[src/rtl/mem_arbiter.sv]
// mem_arbiter: round-robin fetch/data arbiter with per-transaction timeout in front of MemController
// Ports: clk/reset; fetch port f_req/f_addr -> f_ack/f_err/f_rdata; data port d_req/d_rw/d_addr/d_wdata
// -> d_ack/d_err/d_rdata; memory side m_valid/m_rw/m_addr/m_wdata -> m_ready/m_rdata; status busy/grant.
module mem_arbiter #(
  parameter int ADDR_W  = 8,
  parameter int DATA_W  = 32,
  parameter int TIMEOUT = 15
) (
  input  logic              clk,
  input  logic              reset,
  input  logic              f_req,
  input  logic [ADDR_W-1:0] f_addr,
  output logic              f_ack,
  output logic              f_err,
  output logic [DATA_W-1:0] f_rdata,
  input  logic              d_req,
  input  logic              d_rw,
  input  logic [ADDR_W-1:0] d_addr,
  input  logic [DATA_W-1:0] d_wdata,
  output logic              d_ack,
  output logic              d_err,
  output logic [DATA_W-1:0] d_rdata,
  output logic              m_valid,
  output logic              m_rw,
  output logic [ADDR_W-1:0] m_addr,
  output logic [DATA_W-1:0] m_wdata,
  input  logic              m_ready,
  input  logic [DATA_W-1:0] m_rdata,
  output logic              busy,
  output logic              grant
);
  localparam logic [1:0] IDLE  = 2'd0;
  localparam logic [1:0] ISSUE = 2'd1;
  localparam logic [1:0] WAIT  = 2'd2;
  localparam logic [1:0] DONE  = 2'd3;
  localparam int CW = $clog2(TIMEOUT + 1);
  logic [1:0]    state;
  logic          last_grant;
  logic [CW-1:0] cnt;
  logic          pick_d;
  logic          finish;
  // data wins when alone, or on a tie when fetch owned the previous transaction
  always_comb pick_d = d_req & (~f_req | ~last_grant);
  // m_ready takes priority over a coincident timeout
  always_comb finish = m_ready | (cnt == CW'(TIMEOUT - 1));
  // m_rw/m_addr/m_wdata double as the holding registers latched at grant
  always_ff @(posedge clk) begin
    if (reset) begin
      state      <= IDLE;
      last_grant <= 1'b1;
      cnt        <= '0;
      grant      <= 1'b0;
      busy       <= 1'b0;
      m_valid    <= 1'b0;
      m_rw       <= 1'b0;
      m_addr     <= '0;
      m_wdata    <= '0;
      f_ack      <= 1'b0;
      f_err      <= 1'b0;
      f_rdata    <= '0;
      d_ack      <= 1'b0;
      d_err      <= 1'b0;
      d_rdata    <= '0;
    end else begin
      case (state)
        IDLE: if (f_req | d_req) begin
          state      <= ISSUE;
          busy       <= 1'b1;
          grant      <= pick_d;
          last_grant <= pick_d;
          m_valid    <= 1'b1;
          m_rw       <= pick_d & d_rw;
          m_addr     <= pick_d ? d_addr : f_addr;
          m_wdata    <= pick_d ? d_wdata : '0;
        end
        ISSUE: begin
          state   <= WAIT;
          m_valid <= 1'b0;
          cnt     <= '0;
        end
        WAIT: begin
          cnt <= cnt + 1'b1;
          if (finish) begin
            state <= DONE;
            if (grant) begin
              d_ack   <= 1'b1;
              d_err   <= ~m_ready;
              d_rdata <= m_ready ? m_rdata : '0;
            end else begin
              f_ack   <= 1'b1;
              f_err   <= ~m_ready;
              f_rdata <= m_ready ? m_rdata : '0;
            end
          end
        end
        default: begin
          state <= IDLE;
          busy  <= 1'b0;
          f_ack <= 1'b0;
          f_err <= 1'b0;
          d_ack <= 1'b0;
          d_err <= 1'b0;
        end
      endcase
    end
  end
endmodule

[config.mk]
export PLATFORM = sky130hd
export DESIGN_NAME = mem_arbiter
export DESIGN_NICKNAME = d
export VERILOG_FILES = /design/src/rtl/mem_arbiter.sv
export SDC_FILE = /design/constraint.sdc
export NUM_CORES = 1
export LEC_CHECK = 0
export ABC_AREA = 1
export CAP_MARGIN = 0
export CORE_MARGIN = 2
export CORE_UTILIZATION = 39
export DETAILED_ROUTE_END_ITERATION = 6
export PLACE_DENSITY = 0.87
export SYNTH_ARGS = -nofsm -noshare
export SYNTH_HDL_FRONTEND = slang
export SYNTH_SLANG_ARGS = --single-unit
[constraint.sdc]
create_clock -name clk -period 1.3 [get_ports clk]
set_input_delay 0.195 -clock clk [delete_from_list [all_inputs] [get_ports clk]]
set_output_delay 0.195 -clock clk [all_outputs]
set_load 0.05 [all_outputs]
# After elaboration in Yosys (flattened, before gate mapping)
# Index checks and enable logic that the tools add are counted.
# totals
regBits	119
inputBits	86
output_inout_bits	112
elab_cells	69
# classes
add_sub_neg	1
eq_ne	7
muxes	22
bitwise_logic	11
n_reduce_logical	13
# op_table
cell	n
32-bit 2-to-1 mux	2
1-bit case mux with 2 select lines	6
3-bit AND reduction	4
1-bit 2-to-1 mux	9
8-bit 2-to-1 mux	1
2-bit != test, second input constant	4
4-bit case mux with 2 select lines	1
2-bit AND reduction	4
1-bit NOT	6
2-bit case mux with 3 select lines	1
4-bit by 1-bit adder with 4-bit output, second input constant	1
4-bit == test, second input constant	1
2-bit 2-to-1 mux	2
2-bit nonzero test	2
2-bit OR reduction	2
1-bit bitwise OR	3
1-bit AND	2
2-bit by 1-bit == test with 1-bit output, second input constant	1
2-bit == test, second input constant	1
2-bit zero test	1

# Longest topological paths before layout
# depth
ltp_word	4
depth_mapped	8
ltp_nobuf	8

# Least setup slack after synthesis
# Ideal clock, no wire load.
# synth_timing
path_kind	flip-flop to flip-flop
startpoint	reg grant
endpoint	reg f_rdata[31]
setup_ps	68
t_arrival_ps	1315
required_ps	1232
path_slack_ps	-83
path_stages_with_launch	8
path_buffers	1
synth_period_minus_slack_ps	1383
path_cell_list	dfxtp_1 > inv_1 > nand2_2 > inv_4 > nand2_4 > buf_6 > nand2_1 > a21oi_2
# synth_between
elab_chain_len	2
# synth_rtl
item	line	rtl
from (decl)	30	output logic grant
from (signal assigned)	69	grant <= pick_d;
1-bit NOT (no line)	--	
3-bit AND reduction (no line)	--	
to (signal assigned)	92	f_rdata <= m_ready ? m_rdata : '0;
to (decl)	15	output logic [DATA_W-1:0] f_rdata,
# No other way between the ends.
# A chain may end at the register's enable or synchronous reset.

# Worst setup path in the final report
# layout_timing
startpoint	reg state[1]
endpoint	reg f_err
# layout_between
elab_chain_len	4
elab_cells_between_ends	9
classes_between	eq/ne: 4; mux: 1; bitwise: 1; reduce/logical: 3
# layout_rtl
item	line	rtl
from (decl)	37	logic [1:0] state;
from (signal assigned)	49	state <= IDLE;
from (signal assigned)	67	state <= ISSUE;
from (signal assigned)	77	state <= WAIT;
2-bit by 1-bit == test with 1-bit output or 2-bit zero test (tied branches)	65	case (state)
2-bit OR reduction (no line)	--	
1-bit NOT (no line)	--	
3-bit AND reduction (no line)	--	
to (signal assigned)	91	f_err <= ~m_ready;
to (decl)	14	output logic f_err,
# Several ways; a longest one is shown, not always the timed one.

==> impl_metrics.ini <==
[place]
gp_congestion = 0.8052
dp_cells = 995
place_hpwl_mm = 11.32
port_buffers = 197
dpl-instance-area_um2 = 8190
place_ws_ns = -0.2568

[critical_path]
reg2reg_depth = 8
end_kind = register
worst_ep_required_time_ns = 1.64
worst-path-stages = 8
cp-endpoint = f_err$_SDFFE_PP0P_
critPathMaxFanout = 3
startpoint_type = register
worstReg2RegEnd = f_err$_SDFFE_PP0P_
path_buf_inv = 4
cp_common_cell = buf_6
cp_cell_sequence = buf_6 > ha_4 > buf_6 > inv_4 > nor2_4 > buf_6 > nand4_1 > a21oi_2
reg2reg_slack_ns = -0.05
cp-startpoint = state[1]$_SDFFE_PP0P_
cp_slowest_cell = dfxtp_2
r2r-start = state[1]$_SDFFE_PP0P_
cp_top_family = buffers and inverters
path_class = register to register
worstPathArrival_ns = 1.69
crit_path_max_incr_delay_ns = 0.34

[clock_tree]
cts_sinks = 119
clockBufferDepth = 2
cts_buffers = 17
clk_pin_slew_worst_paths_ns = 0.05
cts-root-buf = clkbuf_16
cts_tree = done
worstSkewPairLatency_ns = 0.41
cts.hold.buffers_added = 0
cts_max_level = 4

[floorplanning]
die_y_um = 115.2
rows = 40
ioPinCount = 198
design.die.area_um2 = 13260
core_um2 = 12060
start_util_pct = 39.96
die_x_um = 115.2

[cells_and_area]
final_common_cell = nand2_1
final_cell_mix = nand2_1 (242), buf_12 (117), dfxtp_1 (114)
nNetsFinal = 950
fin_cells = 1040
antenna_cells = 0
syn_to_final_growth_pct = 94.63
final_layout_size_suffix_gt1_share_pct = 31.42
fin_area_um2 = 9380

[timing]
finalSetupViolations = 18
fmax_mhz = 742.6
rsz0062_at_grt = yes
worstMarginPinSlew_ns = 0.4478
slew_headroom_pct = 70.11
period_minus_slack_ns = 1.347
fin_skew_ns = 0.006809
min_period_over_period_pct = 103.6
fin_ws_ns = -0.04669
hold_viol_final = 0
maxSlewViolCount = 0

[logic_synthesis]
syn-instance-count = 630
ys_ff_latch = 119
syn_avg_cell_area_um2 = 7.650
synth_cell_type_count = 26
synth_warnings = 0
seq_area_frac_synth_pct = 49.43
synth_area_um2 = 4820
syn-num-nets = 721

[power]
p_total_w = 0.01671
powerDensity_nw_per_um2 = 1781
leakagePower_nw = 3.758
irDropWorstVdd_v = 0.0007944

[detailed_routing]
drt_first_pass_iters = 5
routedWlPerCell_um = 16.70
wl_mm = 17.37
antenna_left = 0
first_iter_violations = 436
via_count = 5147
drc = 0
via_per_inst = 4.949

[grt]
antenna_found_initial = 0
grt_pass1_wl_mm = 25.20
overflow = 0
grt_usage_pct = 24.59
first_global_vias = 5016
grt_max_degree = 59

[min_path]
min_path_type = input port to register

[status]
status = complete, but fails checks
violations = setup timing

[run]
cap_violations = 0
-- area by class of cell --
| type | count | area, um2 |
|---|---|---|
| clock buffer | 24 | 491.7 |
| tap | 168 | 210.2 |
| inverter | 47 | 206.4 |
| fill | 696 | 2681 |
| multi-input combinational | 428 | 2220 |
| clock inverter | 8 | 190.2 |
| sequential | 119 | 2389 |
| timing repair buffer | 246 | 3674 |
-- state kept, by name, indices dropped and copies added, names as in the netlist, 2 cells and up --
register and cells:
f_rdata 32, m_wdata 32, d_rdata 32, state 2, cnt 4, m_addr 8
-- Yosys cell counts, drive strengths merged --
cell type  number  area share, %
clkinv          1           0.10
inv            46            3.7
xor2            2           0.36
o21ai          11            1.1
a21oi         115             13
dfxtp         119             49
a211oi          1           0.16
nand2         264             21
ha              5            1.3
buf            27            5.0
nor2           19            2.4
nand4           3           0.39
clkbuf         10           0.99
nand3           7           0.73
-- metal layers --
layer	GRT usage (%)	up-vias	wire length [um]	share of wire [%]
met5	0	-	0	0
met4	9.317	0	373	2.1
met3	10.54	34	1674	9.6
met2	42.35	258	8912	51
met1	26.88	2418	6408	37
li1	-	2437	-	-
-- repair_timing --
action	4_1_cts	5_1_grt
buffers inserted	6	3
gates resized for setup	40	50
endpoints found under the setup margin	109	76
pin swaps	14	12
gates cloned	2	4
-- where the power goes --
part	leakage (nW)	switching [W]	total (W)	internal, W
Combinational	2.46	0.00352	0.00681	0.00329
Clock	0.334	0.00159	0.00538	0.00379
Sequential	0.968	0.000450	0.00452	0.00407
Total	3.76	0.00556	0.0167	0.0112
-- worst min path at each step --
| stage | depth (start not counted) | end | slack [ns] | from |
|---|---|---|---|---|
| global route | 3 | m_wdata[28]$_SDFFE_PP0P_ | 0.29 | reset |
| floorplan | 2 | m_addr[6]$_SDFFE_PP0P_ | 0.32 | d_addr[6] |
| detailed placement | 2 | last_grant$_SDFFE_PP1P_ | 0.45 | last_grant$_SDFFE_PP1P_ |
| finish | 3 | d_rdata[2]$_SDFFE_PP0P_ | 0.30 | reset |
| CTS | 3 | last_grant$_SDFFE_PP1P_ | 0.26 | reset |
| global placement | 2 | last_grant$_SDFFE_PP1P_ | 0.46 | last_grant$_SDFFE_PP1P_ |
-- through the flow --
step | hold slack [ns] | setup TNS (ns) | util, %
after floorplan | 0.3198 | -0.09472 | -
after global placement | 0.4587 | -16.34 | 67.90
after detailed placement | 0.4515 | -19.04 | 67.90
after CTS | 0.2595 | -0.06371 | 75.46
after global routing | 0.2897 | -3.792 | 77.77
final | 0.2966 | -0.2669 | 77.77
-- worst reg2reg max path: stages, from the launching register on --
cell and delay [ns]:
dfxtp_2 0.34, buf_6 0.11, ha_4 0.16, buf_6 0.12, inv_4 0.04, nor2_4 0.12
buf_6 0.12, nand4_1 0.12, a21oi_2 0.16
-- cell families (layout without fill, tap and decap cells) --
| group | after synthesis | count (layout) | share of synthesized area, % |
|---|---|---|---|
| AO/OA/AOI/OAI | 127 | 127 | 14.41 |
| buffers and inverters | 84 | 325 | 9.735 |
| XOR/XNOR | 2 | 2 | 0.3635 |
| flip-flops | 119 | 119 | 49.43 |
| AND/OR/NAND/NOR | 293 | 294 | 24.77 |
| adder cells (fa/ha/maj) | 5 | 5 | 1.298 |
No activity file was read; power rests on OpenSTA's default activity.
